### src/rtl/snd_pkg.sv
// Shared types and helpers for the N-channel stereo sample mixer.
package snd_pkg;

  typedef enum logic [1:0] {StIdle, StAccum, StScale, StOut} state_e;

  function automatic int unsigned acc_width(input int unsigned sample_w,
                                            input int unsigned vol_w,
                                            input int unsigned num_ch);
    return sample_w + vol_w + $clog2(num_ch) + 1;
  endfunction

  function automatic int unsigned unity_vol(input int unsigned vol_w);
    return 1 << (vol_w - 1);
  endfunction

  // Clamp a wide signed value into a w-bit signed range.
  function automatic logic signed [63:0] saturate(input logic signed [63:0] v,
                                                  input int unsigned w);
    logic signed [63:0] hi;
    logic signed [63:0] lo;
    hi = (64'sd1 <<< (w - 1)) - 64'sd1;
    lo = -(64'sd1 <<< (w - 1));
    if (v > hi) return hi;
    else if (v < lo) return lo;
    else return v;
  endfunction

endpackage

### src/rtl/snd_mix_sat.sv
// Master-volume scaling and saturation for one stereo side.
module snd_mix_sat
  import snd_pkg::*;
#(
  parameter int unsigned SAMPLE_W = 16,
  parameter int unsigned VOL_W    = 8,
  parameter int unsigned ACC_W    = 29
) (
  input  logic signed [ACC_W-1:0]    acc,
  input  logic        [VOL_W-1:0]    master,
  output logic        [SAMPLE_W-1:0] value,
  output logic                       clip
);

  localparam int unsigned ProdW = ACC_W + VOL_W + 1;

  logic signed [ACC_W-1:0] acc_sh;
  logic signed [VOL_W:0]   mvol;
  logic signed [ProdW-1:0] prod;
  logic signed [ProdW-1:0] t;
  logic signed [63:0]      t_ext;
  logic signed [63:0]      s_ext;

  always_comb begin
    acc_sh = acc >>> (VOL_W - 1);
    mvol   = {1'b0, master};
    prod   = ProdW'(acc_sh) * ProdW'(mvol);
    t      = prod >>> (VOL_W - 1);
    t_ext  = 64'(t);
    s_ext  = saturate(t_ext, SAMPLE_W);
    value  = SAMPLE_W'(s_ext);
    clip   = (s_ext != t_ext);
  end

endmodule

### src/rtl/snd_mix_n.sv
// N-channel stereo mixer: walks channels one per cycle, applies per-channel
// and master volume, saturates, and reports sticky underrun/overrun/clip.
module snd_mix_n
  import snd_pkg::*;
#(
  parameter int unsigned NUM_CH   = 5,
  parameter int unsigned SAMPLE_W = 16,
  parameter int unsigned VOL_W    = 8
) (
  input  logic                         ACLK,
  input  logic                         ARST,
  input  logic [NUM_CH-1:0]            CH_VALID,
  input  logic [NUM_CH*2*SAMPLE_W-1:0] CH_DOUT,
  output logic [NUM_CH-1:0]            CH_RD,
  input  logic [NUM_CH-1:0]            CH_ENABLE,
  input  logic [NUM_CH*VOL_W-1:0]      CH_VOLUME,
  input  logic [VOL_W-1:0]             MASTER_VOLUME,
  input  logic                         MIX_REQ,
  output logic                         MIX_VALID,
  output logic [2*SAMPLE_W-1:0]        MIX_DOUT,
  output logic                         BUSY,
  input  logic                         CLR_FLAGS,
  output logic [NUM_CH-1:0]            UNDERRUN,
  output logic                         OVERRUN,
  output logic                         CLIP
);

  localparam int unsigned AccW  = acc_width(SAMPLE_W, VOL_W, NUM_CH);
  localparam int unsigned IdxW  = (NUM_CH > 1) ? $clog2(NUM_CH) : 1;
  localparam int unsigned TermW = SAMPLE_W + VOL_W + 1;

  state_e                  state_q, state_d;
  logic [IdxW-1:0]         idx_q, idx_d;
  logic signed [AccW-1:0]  acc_l_q, acc_l_d, acc_r_q, acc_r_d;
  logic [2*SAMPLE_W-1:0]   dout_q, dout_d;
  logic [NUM_CH-1:0]       under_q, under_d;
  logic                    over_q, over_d;
  logic                    clip_q, clip_d;

  logic [2*SAMPLE_W-1:0]   cur_word;
  logic [VOL_W-1:0]        cur_vol;
  logic                    cur_en, cur_vld, take;
  logic signed [SAMPLE_W-1:0] smp_l, smp_r;
  logic signed [VOL_W:0]   vol_s;
  logic signed [TermW-1:0] term_l, term_r;
  logic [SAMPLE_W-1:0]     sat_l, sat_r;
  logic                    clip_l, clip_r;

  always_comb begin
    cur_word = CH_DOUT[idx_q*2*SAMPLE_W +: 2*SAMPLE_W];
    cur_vol  = CH_VOLUME[idx_q*VOL_W +: VOL_W];
    cur_en   = CH_ENABLE[idx_q];
    cur_vld  = CH_VALID[idx_q];
    take     = (state_q == StAccum) && cur_en && cur_vld;
    smp_l    = cur_word[2*SAMPLE_W-1:SAMPLE_W];
    smp_r    = cur_word[SAMPLE_W-1:0];
    vol_s    = {1'b0, cur_vol};
    term_l   = TermW'(smp_l) * TermW'(vol_s);
    term_r   = TermW'(smp_r) * TermW'(vol_s);
  end

  snd_mix_sat #(
    .SAMPLE_W (SAMPLE_W),
    .VOL_W    (VOL_W),
    .ACC_W    (AccW)
  ) u_sat_l (
    .acc    (acc_l_q),
    .master (MASTER_VOLUME),
    .value  (sat_l),
    .clip   (clip_l)
  );

  snd_mix_sat #(
    .SAMPLE_W (SAMPLE_W),
    .VOL_W    (VOL_W),
    .ACC_W    (AccW)
  ) u_sat_r (
    .acc    (acc_r_q),
    .master (MASTER_VOLUME),
    .value  (sat_r),
    .clip   (clip_r)
  );

  always_ff @(posedge ACLK) begin
    if (ARST) begin
      state_q <= StIdle;
      idx_q   <= '0;
      acc_l_q <= '0;
      acc_r_q <= '0;
      dout_q  <= '0;
      under_q <= '0;
      over_q  <= 1'b0;
      clip_q  <= 1'b0;
    end else begin
      state_q <= state_d;
      idx_q   <= idx_d;
      acc_l_q <= acc_l_d;
      acc_r_q <= acc_r_d;
      dout_q  <= dout_d;
      under_q <= under_d;
      over_q  <= over_d;
      clip_q  <= clip_d;
    end
  end

  always_comb begin
    state_d = state_q;
    unique case (state_q)
      StIdle:  if (MIX_REQ) state_d = StAccum;
      StAccum: if (idx_q == IdxW'(NUM_CH - 1)) state_d = StScale;
      StScale: state_d = StOut;
      StOut:   state_d = StIdle;
      default: state_d = StIdle;
    endcase
  end

  always_comb begin
    idx_d   = idx_q;
    acc_l_d = acc_l_q;
    acc_r_d = acc_r_q;
    dout_d  = dout_q;
    under_d = under_q;
    over_d  = over_q;
    clip_d  = clip_q;
    unique case (state_q)
      StIdle: begin
        if (MIX_REQ) begin
          idx_d   = '0;
          acc_l_d = '0;
          acc_r_d = '0;
        end
      end
      StAccum: begin
        idx_d = idx_q + 1'b1;
        if (take) begin
          acc_l_d = acc_l_q + AccW'(term_l);
          acc_r_d = acc_r_q + AccW'(term_r);
        end
        if (cur_en && !cur_vld) under_d[idx_q] = 1'b1;
      end
      StScale: begin
        dout_d = {sat_l, sat_r};
        if (clip_l || clip_r) clip_d = 1'b1;
      end
      default: ;
    endcase
    // A request in any non-idle state, including the output cycle, is dropped.
    if (MIX_REQ && state_q != StIdle) over_d = 1'b1;
    if (CLR_FLAGS) begin
      under_d = '0;
      over_d  = 1'b0;
      clip_d  = 1'b0;
    end
  end

  // Strobes are masked during reset so an aborted mix pops nothing further.
  always_comb begin
    CH_RD = '0;
    if (take && !ARST) CH_RD[idx_q] = 1'b1;
    MIX_VALID = (state_q == StOut) && !ARST;
    BUSY      = (state_q != StIdle);
    MIX_DOUT  = dout_q;
    UNDERRUN  = under_q;
    OVERRUN   = over_q;
    CLIP      = clip_q;
  end

endmodule

### config.mk
export PLATFORM = sky130hd
export DESIGN_NAME = snd_mix_n
export DESIGN_NICKNAME = d
export VERILOG_FILES = /design/src/rtl/snd_pkg.sv /design/src/rtl/snd_mix_sat.sv /design/src/rtl/snd_mix_n.sv
export SDC_FILE = /design/constraint.sdc
export NUM_CORES = 2
export LEC_CHECK = 0
export BUFFER_PORTS_ARGS = -buffer_cell sky130_fd_sc_hd__buf_4
export CAP_MARGIN = 20
export CORE_MARGIN = 5
export CORE_UTILIZATION = 38
export DETAILED_ROUTE_END_ITERATION = 16
export RECOVER_POWER = 25
export SETUP_SLACK_MARGIN = 0.02
export SLEW_MARGIN = 10
export SYNTH_ARGS = -nofsm -noshare
export SYNTH_HDL_FRONTEND = slang
export SYNTH_SLANG_ARGS = --single-unit
### constraint.sdc
create_clock -name ACLK -period 18.3 [get_ports ACLK]
set_clock_uncertainty 0.15 [all_clocks]
set_input_delay 0.915 -clock ACLK [delete_from_list [all_inputs] [get_ports ACLK]]
set_output_delay 0.915 -clock ACLK [all_outputs]
set_load 0.03 [all_outputs]
==> results.md <==
- The dominant combinational cell family by area after synthesis is adder cells.
- The largest driver fanout on the critical path is 74.
- The post-layout minimum cycle time is 9.61 ns.
- Setup repair after global routing left no endpoint under its margin.
- The share of layout cells above drive strength 1 is 10.4%.
- The classification of the worst-slack hold path is reg2reg.
- The slew of the pin with the lowest slew margin is 3.03 ns.
- The final layout net count is roughly 4400.
- The post-synthesis cell type count is a little over 90.
- The hold-fix buffer count after cts is 0.
- The highest layer touched by signal routing is met4.
- The vertical die dimension is roughly 280 microns.
- In this run the remaining antenna-violating nets after routing total 0.
- The final critical path takes up 52.5% of the cycle.
- The post-layout instance count excluding filler cells is roughly 4400.
- The cell at the slowest stage of the critical path is dfxtp_1.
- Leaving out fill and tap cells, the most frequent cells in the layout are inv_1 (675), fa_1 (518), nand2_1 (316), nor2_1 (305), buf_4 (251).
- The run finished, with violations left.
- The total overflow left after global routing is 0.
- Counting flops with an async set or reset pin after synthesis yields a share of 0%.
- The worst setup slack after placement is 9.49 ns.
- The total of warnings raised by yosys is 0.
- The number of antenna violations at the first check in global routing is 0.
- The TritonCTS buffer count is 9.
- The number of setup violations in the final report is 0.
- The wire length per cell is roughly 18 microns.
- The setup slack after layout is 8.69 ns.
- The detailed-routed wire length on met3 is 6840 microns.
- The library cell used most frequently in the layout, excluding fill and tap cells, is inv_1.
- The number of enable-type register cells in the synthesized netlist is 0.
- Counting stages on the worst path, the most repeated cell is fa_1.
- The total detailed-routing wirelength is 80500 microns.
- Summing the areas of all compound-gate instances in the mapped netlist gives between 10 and 15% of the synthesized area.
- In this run the core area contains 99 standard-cell rows.
- After synthesis the netlist holds a flip-flop and latch count of 100.
- The clock sink count is 100.
- The worst setup path is of the reg2reg kind.
- Entering global routing, the biggest net connects 75 pins.
- The cell count after synthesis came out at between 3000 and 4000.
- The number of buffers on the longest clock path is 2.
- The synthesized netlist devotes ~16% of its cell area to simple gates.
- The wire length on met2 is 35100 microns.
- For the worst setup path, the data required time is 18.49 ns.
- In this run, placement finished with an instance count of ~4400.
- Clock-pin slew was measured on the worst setup and hold paths at around 0.090 ns.
- For this run, design rule violations remaining after detail routing come to 0.
- For this configuration, the core starts out at a cell density of between 30% and 40%.
- Fill cells in the final layout number 7395.
- Measured along the x axis, the die boundary spans 282 microns.
- The count of buffer and inverter cells on the critical path is 3.
- The number of buffer cells added on primary ports is 267.
- The mean instance size in the synthesized netlist is approximately 8.6 sq um.
- STA classifies the critical path startpoint as a flip-flop.
- The die outline area is ~80000 sq um.
- The number of ports placed on the die boundary is roughly 270.
- The via count of the first global-routing pass is around 23000.
- The clock tree root driver cell is clkbuf_16.
- After floorplanning, the core was sized to cover between 70000 and 80000 sq um.
- The normalized max-slew margin is -103%.
- Traced cell by cell, the critical path runs through a21oi_1 -> o21ai_0 -> nand2_1 -> fa_1 -> inv_1 -> fa_1 -> inv_1 -> fa_1 -> inv_1 -> fa_1 -> fa_1 -> ha_1 -> a21o_1 -> a21oi_1 -> nand2_1 -> o21ai_1 -> o31ai_1 -> a31o_2 -> a41oi_2 -> mux2i_1 -> or4_1 -> a31oi_1.
- The clock latency reported for the late side of the worst-skew pair is between 0.4 and 0.5 ns.
- The multi-input combinational cell area is about 23000 sq um.
- In this run, the number of DRC markers left after iteration 0 of detailed routing was approximately 1200.
- The HPWL after detailed placement is 65600 microns.
- The first global-routing pass estimated 131000 microns of wire.
- At the end of routability-driven placement, the weighted congestion stood at 0.886.
- The xor-xnor portion of the synthesized cell area is ~2.9%.
- The via count is 22400.
- The relative area change from synthesis to final layout is 10.2%.
- TritonCTS built the clock tree.
- The top achievable clock speed is about 100 MHz.
- The hold violation total from the final report is 0.
- In the final routing, the length of wire on met1 measures approximately 36000 microns.
- The post-cts repair resize count is 0.
- Summing the areas of all fa, ha and maj instances in the mapped netlist gives approximately 48% of the synthesized area.
- Counting every net in the synthesized netlist gives ~4300.
- The delay of the slowest critical-path stage is around 2.4 ns.
- The kind of capture point of the worst setup path is a flip-flop.
- The number of pins exceeding their max-slew limit in the final report was 75.
- Post-CTS timing repair inserted 0 buffers for setup.
- Across the run, the number of max-cap violations was 1.
- The number of H-tree branching levels is 3.
- The checks that failed: max-capacitance violations, max-slew violations.
- The detailed-router iteration count before antenna repair is 5.
- The share of the Yosys chip area taken by registers is between 7 and 8%.
- The multiplexer area fraction after synthesis is 3.48%.
- Using the TritonRoute via totals, the vias-per-cell ratio works out to 5.10.
- In the final layout, flip-flops and latches occupy about 2000 sq um.
- The endpoint arrival time on the critical path is roughly 10 ns.
- The cell area after synthesis is 28200 sq um.
- The most used flip-flop cell after synthesis is dfxtp_1.
- The cell class contributing the biggest share of worst-path delay is compound AO/OA/AOI/OAI gates.
- For the final routed database, the setup TNS stands at 0 ns.
- The combined global-route utilization of all metal layers is 20.7%.
cell families after synthesis:
family,Yosys count
AND/OR/NAND/NOR,966
buffers and inverters,823
adder cells (fa/ha/maj),761
AO/OA/AOI/OAI,463
flip-flops,100
XOR/XNOR,92
multiplexers,70
cells in the mapped netlist, types with 22 or more instances:
library cell / number / share of area (%)
inv_1: 675 / 9.0
fa_1: 518 / 37
nand2_1: 317 / 4.2
nor2_1: 306 / 4.1
ha_1: 243 / 11
and2_1: 170 / 3.8
clkbuf_1: 113 / 1.5
dfxtp_1: 100 / 7.1
a21oi_1: 98 / 1.7
o21ai_0: 67 / 1.2
xnor2_1: 59 / 1.8
a22oi_1: 55 / 1.5
a21o_1: 53 / 1.4
nand2b_1: 42 / 0.93
o21a_1: 34 / 0.91
xor2_1: 33 / 1.0
mux2i_1: 26 / 0.92
mux2_2: 24 / 0.96
nand3_1: 22 / 0.39
nor3_1: 22 / 0.39
flip-flops by register name, summed over array words and instances, names as in the netlist:
name,count
acc_l_q,28
OVERRUN,1
state_q,2
CLIP,1
idx_q,3
MIX_DOUT,32
acc_r_q,28
UNDERRUN,5
worst reg2reg max path: stages, from the launching register on:
cell     delay (ns)
dfxtp_1        2.40
a21oi_1        0.65
o21ai_0        0.80
nand2_1        0.18
fa_1           0.59
inv_1          0.06
fa_1           0.51
inv_1          0.06
fa_1           0.54
inv_1          0.05
fa_1           0.49
fa_1           0.41
ha_1           0.35
a21o_1         0.18
a21oi_1        0.17
nand2_1        0.07
o21ai_1        0.37
o31ai_1        0.22
a31o_2         0.32
a41oi_2        0.24
mux2i_1        0.12
or4_1          0.48
a31oi_1        0.13
final timing paths:
path / depth (start not counted) / from / endpoint / slack [ns]
worst max-delay path: 22 / idx_q[0]$_SDFFE_PP0P_ / acc_l_q[27]$_SDFFE_PP0P_ / 8.69
worst min register to register: 2 / MIX_DOUT[15]$_SDFFE_PP0P_ / MIX_DOUT[15]$_SDFFE_PP0P_ / 0.33
worst min-delay path: 2 / MIX_DOUT[15]$_SDFFE_PP0P_ / MIX_DOUT[15]$_SDFFE_PP0P_ / 0.33
worst max register to register: 22 / idx_q[0]$_SDFFE_PP0P_ / acc_l_q[27]$_SDFFE_PP0P_ / 8.69
cell type report:
| type | instances | share of cell area (%) |
|---|---|---|
| well taps | 959 | 3.86 |
| clock buffers | 9 | 0.725 |
| diodes | 1 | 0.00806 |
| inverters | 676 | 8.17 |
| flip-flops and latches | 100 | 6.46 |
| clock inverters | 7 | 0.294 |
| repair buffers | 285 | 6.48 |
| multi-input cells | 2352 | 74.0 |
metal layers:
metal	vias to the layer above	global-route usage (%)
met1	11100	28.3
met2	668	32.4
met4	0	6.93
li1	10500	-
met3	88	5.17
met5	-	0
per-stage QoR:
| step | area, sq um | util (%) | hold slack (ns) |
|---|---|---|---|
| after floorplan | 28200 | - | 0.307 |
| after global placement | 30900 | 42.2 | 0.306 |
| after detailed placement | 30900 | 42.2 | 0.319 |
| after CTS | 31200 | 42.6 | 0.339 |
| after global routing | 31100 | 42.4 | 0.345 |
| final | 31100 | 42.4 | 0.330 |
Power is left out: the tool's default activity adds up to more than one toggle a clock period on the data nets, which glitch-free logic cannot reach.
